### config.mk
export PLATFORM = sky130hd
export DESIGN_NAME = score_digit_driver_flat
export DESIGN_NICKNAME = d
export VERILOG_FILES = /design/src/rtl/score_digit_driver_pkg.sv /design/src/rtl/score_digit_driver_if.sv /design/src/rtl/score_digit_driver_bin2bcd.sv /design/src/rtl/score_digit_driver.sv /design/src/flat_wrapper.sv
export SDC_FILE = /design/constraint.sdc
export NUM_CORES = 1
export LEC_CHECK = 0
export ABC_AREA = 1
export BUFFER_PORTS_ARGS = -buffer_cell sky130_fd_sc_hd__buf_4
export CAP_MARGIN = 30
export CORE_MARGIN = 1
export CORE_UTILIZATION = 50
export CTS_CLUSTER_SIZE = 16
export DETAILED_ROUTE_END_ITERATION = 12
export PLACE_DENSITY = 0.72
export SLEW_MARGIN = 20
export SYNTH_ARGS = -nofsm -noshare
export SYNTH_HDL_FRONTEND = slang
export SYNTH_SLANG_ARGS = --single-unit
### constraint.sdc
create_clock -name vga_clk -period 3.4 [get_ports vga_clk]
set_clock_uncertainty 0.05 [all_clocks]
set_input_delay 0.34 -clock vga_clk [delete_from_list [all_inputs] [get_ports vga_clk]]
set_output_delay 0.34 -clock vga_clk [all_outputs]
set_load 0.05 [all_outputs]
### src/rtl/score_digit_driver_pkg.sv
// Shared types and constants for the score readout: glyph geometry, FSM states,
// default saturation limit and a counter-width helper.
package score_pkg;

  localparam int GLYPH_W       = 8;
  localparam int GLYPH_H       = 16;
  localparam int DEF_MAX_VALUE = 9999;

  typedef enum logic [1:0] {
    IDLE,
    CONV,
    COMMIT
  } state_t;

  function automatic int cnt_w(input int n);
    return (n <= 2) ? 1 : $clog2(n);
  endfunction

endpackage

### src/rtl/score_digit_driver_if.sv
// Score input, raster position and glyph-request outputs of the score readout;
// master drives score/raster, slave is the digit driver.
interface score_digit_driver_if #(
  parameter int VALUE_W = 14
);
  import score_pkg::*;

  logic [VALUE_W-1:0] value;
  logic               frame_start;
  logic [9:0]         drawX;
  logic [9:0]         drawY;
  logic               busy;
  logic [3:0]         number;
  logic [9:0]         relativeXF;
  logic [9:0]         relativeYF;
  logic               digit_on;

  modport master (
    output value, frame_start, drawX, drawY,
    input  busy, number, relativeXF, relativeYF, digit_on
  );

  modport slave (
    input  value, frame_start, drawX, drawY,
    output busy, number, relativeXF, relativeYF, digit_on
  );

endinterface

### src/rtl/score_digit_driver_bin2bcd.sv
// Serial double-dabble binary-to-BCD converter: BIN_W+1 busy cycles per start,
// one-cycle done pulse; start is ignored while busy (no queuing).
module bin2bcd_serial
  import score_pkg::*;
#(
  parameter int BIN_W      = 14,
  parameter int NUM_DIGITS = 4
) (
  input  logic                    clk,
  input  logic                    rst_n,
  input  logic                    start,
  input  logic [BIN_W-1:0]        bin,
  output logic                    busy,
  output logic                    done,
  output logic [4*NUM_DIGITS-1:0] bcd
);

  localparam int SR_W  = 4*NUM_DIGITS + BIN_W;
  localparam int CNT_W = cnt_w(BIN_W);

  state_t            state_q, state_d;
  logic [SR_W-1:0]   sr_q, sr_d;
  logic [SR_W-1:0]   adj;
  logic [CNT_W-1:0]  cnt_q, cnt_d;

  always_ff @(posedge clk or negedge rst_n) begin
    if (!rst_n) begin
      state_q <= IDLE;
      sr_q    <= '0;
      cnt_q   <= '0;
    end else begin
      state_q <= state_d;
      sr_q    <= sr_d;
      cnt_q   <= cnt_d;
    end
  end

  always_comb begin
    state_d = state_q;
    sr_d    = sr_q;
    cnt_d   = cnt_q;
    done    = 1'b0;
    adj     = sr_q;
    // Add-3 correction is applied to every BCD nibble before the shift.
    for (int d = 0; d < NUM_DIGITS; d++) begin
      if (adj[BIN_W+4*d +: 4] >= 4'd5)
        adj[BIN_W+4*d +: 4] = adj[BIN_W+4*d +: 4] + 4'd3;
    end
    unique case (state_q)
      IDLE: begin
        if (start) begin
          sr_d    = {{(4*NUM_DIGITS){1'b0}}, bin};
          cnt_d   = '0;
          state_d = CONV;
        end
      end
      CONV: begin
        sr_d  = {adj[SR_W-2:0], 1'b0};
        cnt_d = cnt_q + 1'b1;
        if (cnt_q == CNT_W'(BIN_W-1))
          state_d = COMMIT;
      end
      COMMIT: begin
        done    = 1'b1;
        state_d = IDLE;
      end
      default: state_d = IDLE;
    endcase
  end

  assign busy = (state_q != IDLE);
  assign bcd  = sr_q[SR_W-1 -: 4*NUM_DIGITS];

endmodule

### src/rtl/score_digit_driver.sv
// Score readout glyph requester: saturates and converts the score each frame, commits
// digits atomically, maps box pixels to {digit, rel x, rel y} with 1-cycle latency.
module score_digit_driver
  import score_pkg::*;
#(
  parameter int VALUE_W    = 14,
  parameter int NUM_DIGITS = 4,
  parameter int ORIGIN_X   = 560,
  parameter int ORIGIN_Y   = 16,
  parameter int MAX_VALUE  = DEF_MAX_VALUE
) (
  input  logic                 vga_clk,
  input  logic                 reset_n,
  score_digit_driver_if.slave  bus
);

  logic [VALUE_W-1:0]      sat;
  logic                    conv_done;
  logic [4*NUM_DIGITS-1:0] conv_bcd;
  logic [4*NUM_DIGITS-1:0] digits_q, digits_d;
  logic [3:0]              dig   [NUM_DIGITS];
  logic [NUM_DIGITS-1:0]   blank;
  logic                    lead_zero;

  logic                    in_box;
  logic [9:0]              rel_x, rel_y;
  logic [6:0]              idx;
  logic [3:0]              number_q, number_d;
  logic [9:0]              rel_x_q, rel_x_d, rel_y_q, rel_y_d;
  logic                    on_q, on_d;

  assign sat = (bus.value > VALUE_W'(MAX_VALUE)) ? VALUE_W'(MAX_VALUE) : bus.value;

  bin2bcd_serial #(
    .BIN_W      (VALUE_W),
    .NUM_DIGITS (NUM_DIGITS)
  ) u_conv (
    .clk   (vga_clk),
    .rst_n (reset_n),
    .start (bus.frame_start),
    .bin   (sat),
    .busy  (bus.busy),
    .done  (conv_done),
    .bcd   (conv_bcd)
  );

  assign digits_d = conv_done ? conv_bcd : digits_q;

  always_comb begin
    lead_zero = 1'b1;
    for (int i = 0; i < NUM_DIGITS; i++) begin
      dig[i]    = digits_q[4*(NUM_DIGITS-1-i) +: 4];
      lead_zero = lead_zero && (dig[i] == 4'd0);
      blank[i]  = lead_zero && (i < NUM_DIGITS-1);
    end
  end

  assign in_box = (bus.drawX >= 10'(ORIGIN_X)) &&
                  (bus.drawX <  10'(ORIGIN_X + GLYPH_W*NUM_DIGITS)) &&
                  (bus.drawY >= 10'(ORIGIN_Y)) &&
                  (bus.drawY <  10'(ORIGIN_Y + GLYPH_H));
  assign rel_x  = bus.drawX - 10'(ORIGIN_X);
  assign rel_y  = bus.drawY - 10'(ORIGIN_Y);
  assign idx    = rel_x[9:3];

  always_comb begin
    number_d = 4'd0;
    rel_x_d  = 10'd0;
    rel_y_d  = 10'd0;
    on_d     = 1'b0;
    if (in_box) begin
      rel_x_d = rel_x;
      rel_y_d = rel_y;
      for (int i = 0; i < NUM_DIGITS; i++) begin
        if (idx == 7'(i)) begin
          number_d = dig[i];
          on_d     = !blank[i];
        end
      end
    end
  end

  always_ff @(posedge vga_clk or negedge reset_n) begin
    if (!reset_n) begin
      digits_q <= '0;
      number_q <= '0;
      rel_x_q  <= '0;
      rel_y_q  <= '0;
      on_q     <= 1'b0;
    end else begin
      digits_q <= digits_d;
      number_q <= number_d;
      rel_x_q  <= rel_x_d;
      rel_y_q  <= rel_y_d;
      on_q     <= on_d;
    end
  end

  assign bus.number     = number_q;
  assign bus.relativeXF = rel_x_q;
  assign bus.relativeYF = rel_y_q;
  assign bus.digit_on   = on_q;

endmodule

### src/flat_wrapper.sv
// flat-port wrapper written by rule: the top's interface ports become plain ports
module score_digit_driver_flat import score_pkg::*;
#(
  parameter int VALUE_W    = 14,
  parameter int NUM_DIGITS = 4,
  parameter int ORIGIN_X   = 560,
  parameter int ORIGIN_Y   = 16,
  parameter int MAX_VALUE  = DEF_MAX_VALUE
)
  (vga_clk, reset_n, bus_value, bus_frame_start, bus_drawX, bus_drawY, bus_busy, bus_number, bus_relativeXF, bus_relativeYF, bus_digit_on);
  score_digit_driver_if #(.VALUE_W(VALUE_W)) bus_i ();
  input  logic vga_clk;
  input  logic reset_n;
  input wire logic [$bits(bus_i.value)-1:0] bus_value;
  input wire logic [$bits(bus_i.frame_start)-1:0] bus_frame_start;
  input wire logic [$bits(bus_i.drawX)-1:0] bus_drawX;
  input wire logic [$bits(bus_i.drawY)-1:0] bus_drawY;
  output wire logic [$bits(bus_i.busy)-1:0] bus_busy;
  output wire logic [$bits(bus_i.number)-1:0] bus_number;
  output wire logic [$bits(bus_i.relativeXF)-1:0] bus_relativeXF;
  output wire logic [$bits(bus_i.relativeYF)-1:0] bus_relativeYF;
  output wire logic [$bits(bus_i.digit_on)-1:0] bus_digit_on;
  assign bus_i.value = bus_value;
  assign bus_i.frame_start = bus_frame_start;
  assign bus_i.drawX = bus_drawX;
  assign bus_i.drawY = bus_drawY;
  assign bus_busy = bus_i.busy;
  assign bus_number = bus_i.number;
  assign bus_relativeXF = bus_i.relativeXF;
  assign bus_relativeYF = bus_i.relativeYF;
  assign bus_digit_on = bus_i.digit_on;
  score_digit_driver #(.VALUE_W(VALUE_W), .NUM_DIGITS(NUM_DIGITS), .ORIGIN_X(ORIGIN_X), .ORIGIN_Y(ORIGIN_Y), .MAX_VALUE(MAX_VALUE)) u_core (.vga_clk(vga_clk), .reset_n(reset_n), .bus(bus_i));
endmodule
==> results by group, run 1 <==
Outcome
  • Status: complete, no violations

Clocking
  • Clock Path Buffers: 2
  • CTS clock-pin slew for the worst setup and hold paths: 0.08 ns
  • Worst skew pair latency: 0.34 ns
  • H-tree levels: 3
  • Post-CTS Setup Repair Bufs: 0
  • CTS tree: done
  • CTS Sinks: 77
  • CTS Buf Count: 9
  • CTS Root Buffer Type: clkbuf_8

Floorplanning
  • Boundary Pins: 63
  • Die area: 7740 µm²
  • Rows: 30
  • Die height: 88.0 µm
  • Core ar.: 6980 µm²
  • Initial core utilization: 0.530
  • Die Span X: 88.0 µm

Synthesis
  • Syn Std Cell Area: 3700 µm²
  • Adder-cell share of the synthesized area: 0.0474
  • Syn Area/Cell: 8.87 µm²
  • Syn Inst Count: 417
  • Synth cell types: 36
  • Multiplexer area fraction after synthesis: 0.00271
  • Yosys top cell by area: dfrtp_1
  • Synth Register Bits: 77
  • Dominant combinational cell family by area after synthesis: simple AND/OR/NAND/NOR gates
  • Area contributors post-synth: dfrtp_1 52%, nand2_1 7.6%, o21ai_0 6.6%
  • Complex-gate fraction of the synthesized area: 0.131
  • Post-Synth Simple-Gate Area: 0.204
  • Seq/Total Area, Yosys: 0.521
  • Warnings from Yosys: 0
  • Top cell type's share of synthesized area: 0.521
  • Syn Nets: 468
  • Post-synthesis xor/xnor area fraction: 0.0213

Placed design
  • Cells after DPL: 562
  • Worst slack at placement: 1.50 ns
  • Detailed Place HPWL: 5.07 mm
  • PortBufs: 62
  • GPL Wtd Cong: 0.830

Global route
  • M2 GR Usage: 0.344
  • First-pass GRT wire length: 11.9 mm
  • Vias in the first global route: 2732
  • Gr usage total: 0.201
  • Met1 usage in global routing: 0.247
  • GRT met3 Usage: 0.0518
  • Grt ovf: 0
  • Largest net degree at the start of global routing: 78
  • Busiest grt layer: met2
  • Initial antenna violation count: 0

Detailed routing
  • Final WL: 7.17 mm
  • Via count: 2946
  • DR iter-0 viols: 116
  • Vias per cell: 5.08
  • WL/cell: 12.4 µm
  • Final ANT Viol Nets: 0
  • Detailed Routing Iterations Pass 1: 4
  • DRC: 0

Timing
  • Final hold slack: 0.126 ns
  • Max Freq: 0.586 GHz
  • Fin. Hold Viols: 0
  • Max-slew headroom: 0.463
  • Tmin final: 1.71 ns
  • Final setup TNS: 0 ns
  • Final worst path period share: 0.502
  • Final Max Tran Viols: 0
  • Unrepaired setup endpoints after global routing: false
  • Final setup margin: 1.69 ns
  • # setup viols final: 0
  • Worst Tran Pin Value: 0.804 ns

Setup path
  • CP Launch Type: flip-flop
  • Crit Path Class: flip-flop to flip-flop
  • Crit. End Element: flip-flop
  • Worst path arrival time: 1.92 ns
  • Crit-path max FO: 17
  • Worst Path Required: 3.61 ns

Power
  • P_sw: 1.15 mW
  • Sw frac: 0.375
  • VDD IR max: 0.447 mV
  • Share of power burned in registers: 0.443
  • Pint: 1.91 mW
  • Leak: 2.27 nW
  • Power per Cell Area: 690 nW/µm²
  • Clock power frac: 0.218
  • Combinational power share: 0.338

Cells and area
  • Final net count: 530
  • N_diodes: 0
  • Final core utilization: 0.636
  • # fillers: 605
  • Layout cells sized above 1: 0.200
  • Fin cells: 580
  • Layout overhead on the synthesized area: 20.1%

Min path
  • HP Class: input pin to flip-flop

Flow run
  • Max-Cap Viols: 0
==> registers in the layout, summed over array words and instances, names as in the netlist <==
| register | flops |
|---|---|
| u_core.bus.number | 4 |
| u_core.bus.relativeYF | 10 |
| u_core.u_conv.state_q | 2 |
| u_core.u_conv.sr_q | 30 |
| u_core.u_conv.cnt_q | 4 |
| u_core.bus.relativeXF | 10 |
| u_core.dig | 16 |
| u_core.bus.digit_on | 1 |
==> cell type report <==
| cell class | instances | area (µm²) | area share |
|---|---|---|---|
| flip-flops and latches | 77 | 1930 | 0.434 |
| multi-input cells | 276 | 1510 | 0.339 |
| well taps | 96 | 120 | 0.0270 |
| inverters | 50 | 188 | 0.0422 |
| clock buffers | 10 | 128 | 0.0287 |
| clock inverters | 6 | 63.8 | 0.0144 |
| repair buffers | 65 | 510 | 0.115 |
==> synthesized netlist by cell type <==
cell / number
o22ai_1: 5
nor3_1: 2
buf_4: 1
nand2_1: 75
nand4_1: 15
o211ai_1: 1
o32ai_1: 4
o21ai_0: 49
xor2_1: 8
nor2_1: 54
buf_1: 1
nor2_4: 3
a21oi_1: 3
nand3_4: 1
nand3b_2: 1
mux2i_1: 1
xnor2_1: 1
nand3_1: 6
buf_6: 2
nor2_2: 3
inv_1: 46
nand3_2: 2
buf_2: 5
o21a_1: 2
nand2_4: 1
o311ai_0: 2
clkbuf_1: 5
inv_2: 4
ha_1: 14
a22oi_1: 10
dfrtp_1: 77
nand2_2: 3
nor4_1: 1
o21ai_1: 7
conb_1: 1
a31oi_1: 1
==> cells in the final DEF (no fill, tap or decap), types with 3 or more instances in the layout <==
cell type and count:
dfrtp_1 77, nand2_1 75, buf_4 63, nor2_1 54, o21ai_0 49, inv_1 46
nand4_1 15, ha_1 14, a22oi_1 10, clkbuf_8 9, xor2_1 8, o21ai_1 7
nand3_1 6, o22ai_1 5, inv_2 4, o32ai_1 4, nand2_2 3, nor2_2 3
nor2_4 3, a21oi_1 3
==> metrics by stage <==
stage | cell area [µm²] | power, mW
floorplan | 3700 | 2.12
global placement | 4210 | 2.35
detailed placement | 4210 | 2.40
CTS | 4410 | 3.08
global route | 4440 | 3.31
finish | 4440 | 3.06
==> final timing paths <==
| path | cells after the start | endpoint | start | slack (ns) |
|---|---|---|---|---|
| worst max-delay path | 6 | u_core.u_conv.sr_q[19] | u_core.u_conv.state_q[1] | 1.69 |
| worst min-delay path | 2 | u_core.bus.relativeYF[4] | bus_drawY[4] | 0.13 |
| worst max register to register | 6 | u_core.u_conv.sr_q[19] | u_core.u_conv.state_q[1] | 1.69 |
| worst min register to register | 2 | u_core.dig[7] | u_core.dig[7] | 0.43 |
| max in group asynchronous | 3 | u_core.u_conv.sr_q[18] | reset_n | 2.35 |
| min in group asynchronous | 2 | u_core.bus.relativeYF[3] | reset_n | 0.37 |
==> layer usage <==
metal  wire length [µm]  share of wire
met1               3300           0.46
met2               3430           0.48
met3                372          0.052
met4                 70         0.0098
met5                  0              0
==> power by group through the flow <==
stage | sequential (mW) | combinational (mW) | clock (mW)
after global routing | 1.38 | 1.21 | 0.716
after global placement | 1.36 | 0.989 | 0
final | 1.36 | 1.04 | 0.669
after floorplan | 1.32 | 0.799 | 0
after CTS | 1.36 | 1.04 | 0.680
after detailed placement | 1.37 | 1.03 | 0
==> critical path, stage by stage, from the launching register on <==
cell and delay [ns]:
dfrtp_1 0.38, nor2_1 0.08, nand2_1 0.21, inv_2 0.15
nor2_4 0.32, inv_2 0.22, o22ai_1 0.21
==> timing repair <==
action	4_1_cts	5_1_grt
hold buffers	0	1
gates resized for setup	0	0
hold endpoints to repair	0	20
==> kinds of logic after synthesis <==
kind of cell / count (synthesis)
simple gates: 167
compound gates: 84
flops: 77
buf+inv: 64
fa+ha+maj: 14
xor+xnor: 9
other cells: 1
mux: 1
Power figures use the tool's default switching activity.
==> run 2: changes to the inputs <==
--- a/config.mk
+++ b/config.mk
@@ -12,7 +12,7 @@
 export CORE_UTILIZATION = 50
 export CTS_CLUSTER_SIZE = 16
 export DETAILED_ROUTE_END_ITERATION = 12
-export PLACE_DENSITY = 0.72
+export PLACE_DENSITY = 0.75
 export SLEW_MARGIN = 20
 export SYNTH_ARGS = -nofsm -noshare
 export SYNTH_HDL_FRONTEND = slang
==> constraint.sdc (replaced) <==
create_clock -name vga_clk -period 1.5 [get_ports vga_clk]
set_clock_uncertainty 0.05 [all_clocks]
set_input_delay 0.15 -clock vga_clk [delete_from_list [all_inputs] [get_ports vga_clk]]
set_output_delay 0.15 -clock vga_clk [all_outputs]
set_load 0.05 [all_outputs]
==> run 2 against run 1 <==
Net effect:
- clock power rose by 150%
- die area is the same
- first-iteration DRC count shrank 3.4%
- power is 140% higher
- non-clock buffer count increased by 33
- register-to-register slack worse by 1.6 ns
- critical path depth grew 1
- sequential share of layout area fell by 3.3 points
==> results by group, run 2 (synthesized netlist as in run 1, its figures left out) <==
Outcome
  • Status: complete, no violations (unchanged)

Detailed routing
  • DRC: 0 (unchanged)
  • Final WL: 8.22 mm (was 7.17 mm)
  • Vias per cell: 5.13 (was 5.08)
  • DR iter-0 viols: 112 (was 116)
  • Final ANT Viol Nets: 0 (unchanged)
  • Detailed Routing Iterations Pass 1: 4 (unchanged)
  • Via count: 3145 (was 2946)
  • WL/cell: 13.4 µm (was 12.4 µm)

Min path
  • Hold Startpoint: bus_value[10] (was bus_drawY[4])
  • HP Class: input pin to flip-flop (unchanged)
  • WHS Path Cells: 3 (was 2)
  • Worst Hold Path EP: u_core.u_conv.sr_q[10] (was u_core.bus.relativeYF[4])

Placed design
  • GPL Wtd Cong: 0.914 (was 0.830)
  • Worst slack at placement: -0.0636 ns (was 1.50 ns)
  • Detailed Place HPWL: 5.76 mm (was 5.07 mm)
  • PortBufs: 62 (unchanged)

Floorplanning
  • Boundary Pins: 63 (unchanged)
  • Die Span X: 88.0 µm (unchanged)
  • Rows: 30 (unchanged)
  • Die height: 88.0 µm (unchanged)
  • Die area: 7740 µm² (unchanged)
  • Core ar.: 6980 µm² (unchanged)
  • Initial core utilization: 0.530 (unchanged)

Clocking
  • CTS Buf Count: 9 (unchanged)
  • H-tree levels: 3 (unchanged)
  • CTS clock-pin slew for the worst setup and hold paths: 0.09 ns (was 0.08 ns)
  • CTS Sinks: 77 (unchanged)
  • CTS tree: done (unchanged)
  • Worst skew pair latency: 0.35 ns (was 0.34 ns)
  • CTS Root Buffer Type: clkbuf_8 (unchanged)
  • Clock Path Buffers: 2 (unchanged)

Setup path
  • Crit Path Class: flip-flop to flip-flop (unchanged)
  • CP Launch Type: flip-flop (unchanged)
  • Worst Path Required: 1.67 ns (was 3.61 ns)
  • CP max-delay cell: dfrtp_1 (unchanged)
  • Crit-path max FO: 11 (was 17)
  • Worst path arrival time: 1.60 ns (was 1.92 ns)
  • Reg2reg path depth: 7 (was 6)
  • Crit. End Element: flip-flop (unchanged)
  • Reg2Reg Setup Slack: 0.07 ns (was 1.69 ns)
  • CP max stage delay: 0.44 ns (was 0.38 ns)
  • R2R Path Start: u_core.u_conv.state_q[1] (unchanged)
  • R2r endpoint: u_core.u_conv.sr_q[6] (was u_core.u_conv.sr_q[19])
  • Crit-path cells: nor2_2 > nand2_1 > inv_2 > nor2_4 > buf_4 > a22oi_1 > o21ai_1 (was nor2_1 > nand2_1 > inv_2 > nor2_4 > inv_2 > o22ai_1)

Cells and area
  • Commonest non-fill, non-tap cell in the layout: buf_4 (was dfrtp_1)
  • Layout overhead on the synthesized area: 30.0% (was 20.1%)
  • N_diodes: 0 (unchanged)
  • Commonest cells after routing, fill and taps aside: 79 x buf_4, 77 x dfrtp_1, 75 x nand2_1 (was 77 x dfrtp_1, 75 x nand2_1, 63 x buf_4)
  • Max reg flops: 30 (unchanged)
  • Multi-input gate area: 1560 µm² (was 1510 µm²)
  • # fillers: 544 (was 605)
  • Top reg by flops: u_core.u_conv.sr_q (unchanged)
  • Layout cells sized above 1: 0.250 (was 0.200)
  • Register area: 1930 µm² (unchanged)
  • Final core utilization: 0.689 (was 0.636)
  • Final net count: 563 (was 530)

Power
  • Leak: 2.43 nW (was 2.27 nW)
  • VDD IR max: 1.07 mV (was 0.447 mV)
  • Power per Cell Area: 1560 nW/µm² (was 690 nW/µm²)
  • Total Power Consumption: 7.49 mW (was 3.06 mW)

Flow run
  • Max-Cap Viols: 0 (unchanged)

Timing
  • Max Freq: 0.700 GHz (was 0.586 GHz)
  • Tmin final: 1.43 ns (was 1.71 ns)
  • Final Max Tran Viols: 0 (unchanged)
  • Fin. Hold Viols: 0 (unchanged)
  • Final setup margin: 0.0705 ns (was 1.69 ns)
  • Final worst path period share: 0.953 (was 0.502)
  • # setup viols final: 0 (unchanged)

Global route
  • Gr usage total: 0.226 (was 0.201)
  • Largest net degree at the start of global routing: 33 (was 78)
  • Grt ovf: 0 (unchanged)
  • Vias in the first global route: 3086 (was 2732)
  • Initial antenna violation count: 0 (unchanged)
  • First-pass GRT wire length: 13.3 mm (was 11.9 mm)
-- run 2: report_power, final --
| group | internal [mW] | switching [mW] | total (mW) |
|---|---|---|---|
| clock network | 0.794 | 0.851 | 1.65 |
| logic | 1.13 | 1.63 | 2.76 |
| registers | 2.67 | 0.413 | 3.08 |
| total | 4.60 | 2.89 | 7.49 |
-- run 2: area by class of cell --
| type | instances | area share |
|---|---|---|
| clock buffer | 9 | 0.0258 |
| clock inverter | 7 | 0.0172 |
| inverter | 50 | 0.0396 |
| multi-input combinational | 276 | 0.324 |
| sequential | 77 | 0.401 |
| tap | 96 | 0.0250 |
| timing repair buffer | 98 | 0.167 |
-- run 2: worst max-delay path, delay by kind of cell (launching register included) --
family / cells / cell delay [ns]
buffers and inverters: 2 / 0.26
AND/OR/NAND/NOR: 3 / 0.26
AO/OA/AOI/OAI: 2 / 0.27
flip-flops: 1 / 0.44
-- run 2: routing by layer --
metal	vias to the layer above	part of all wire	GRT usage
met2	94	0.51	0.405
met1	1478	0.42	0.260
met3	18	0.043	0.0368
met4	0	0.025	0.115
li1	1555	-	-
met5	-	0	0
-- run 2: through the flow --
step	TNS (ns)	hold slack (ns)	area [µm²]	cells
after detailed placement	-0.258	0.0567	4370	580
after floorplan	0	-0.196	3700	417
after CTS	0	0.00192	4740	612
final	0	0.00480	4810	613
after global routing	-0.0221	0.0294	4810	613
after global placement	0	0.0554	4370	580
-- run 2: how the worst max path moves through the flow --
stage | startpoint | to | slack, ns | depth (start not counted)
after floorplan | bus_drawX[4] | u_core.bus.number[0] | 0.17 | 8
after global placement | bus_drawX[4] | u_core.bus.number[0] | 0.006 | 9
after detailed placement | bus_drawX[4] | u_core.bus.number[3] | -0.06 | 12
after CTS | u_core.u_conv.state_q[1] | u_core.u_conv.sr_q[6] | 0.01 | 7
after global routing | u_core.u_conv.sr_q[14] | u_core.u_conv.sr_q[16] | -0.008 | 8
final | u_core.u_conv.state_q[1] | u_core.u_conv.sr_q[6] | 0.07 | 7
-- run 2: what timing repair did --
| item | in CTS | in global routing |
|---|---|---|
| pin swaps | 0 | 7 |
| setup endpoints to repair | 1 | 40 |
| gates resized for setup | 1 | 21 |
| hold endpoints to repair | 46 | 0 |
| buffers inserted | 0 | 1 |
| hold buffers | 16 | 0 |
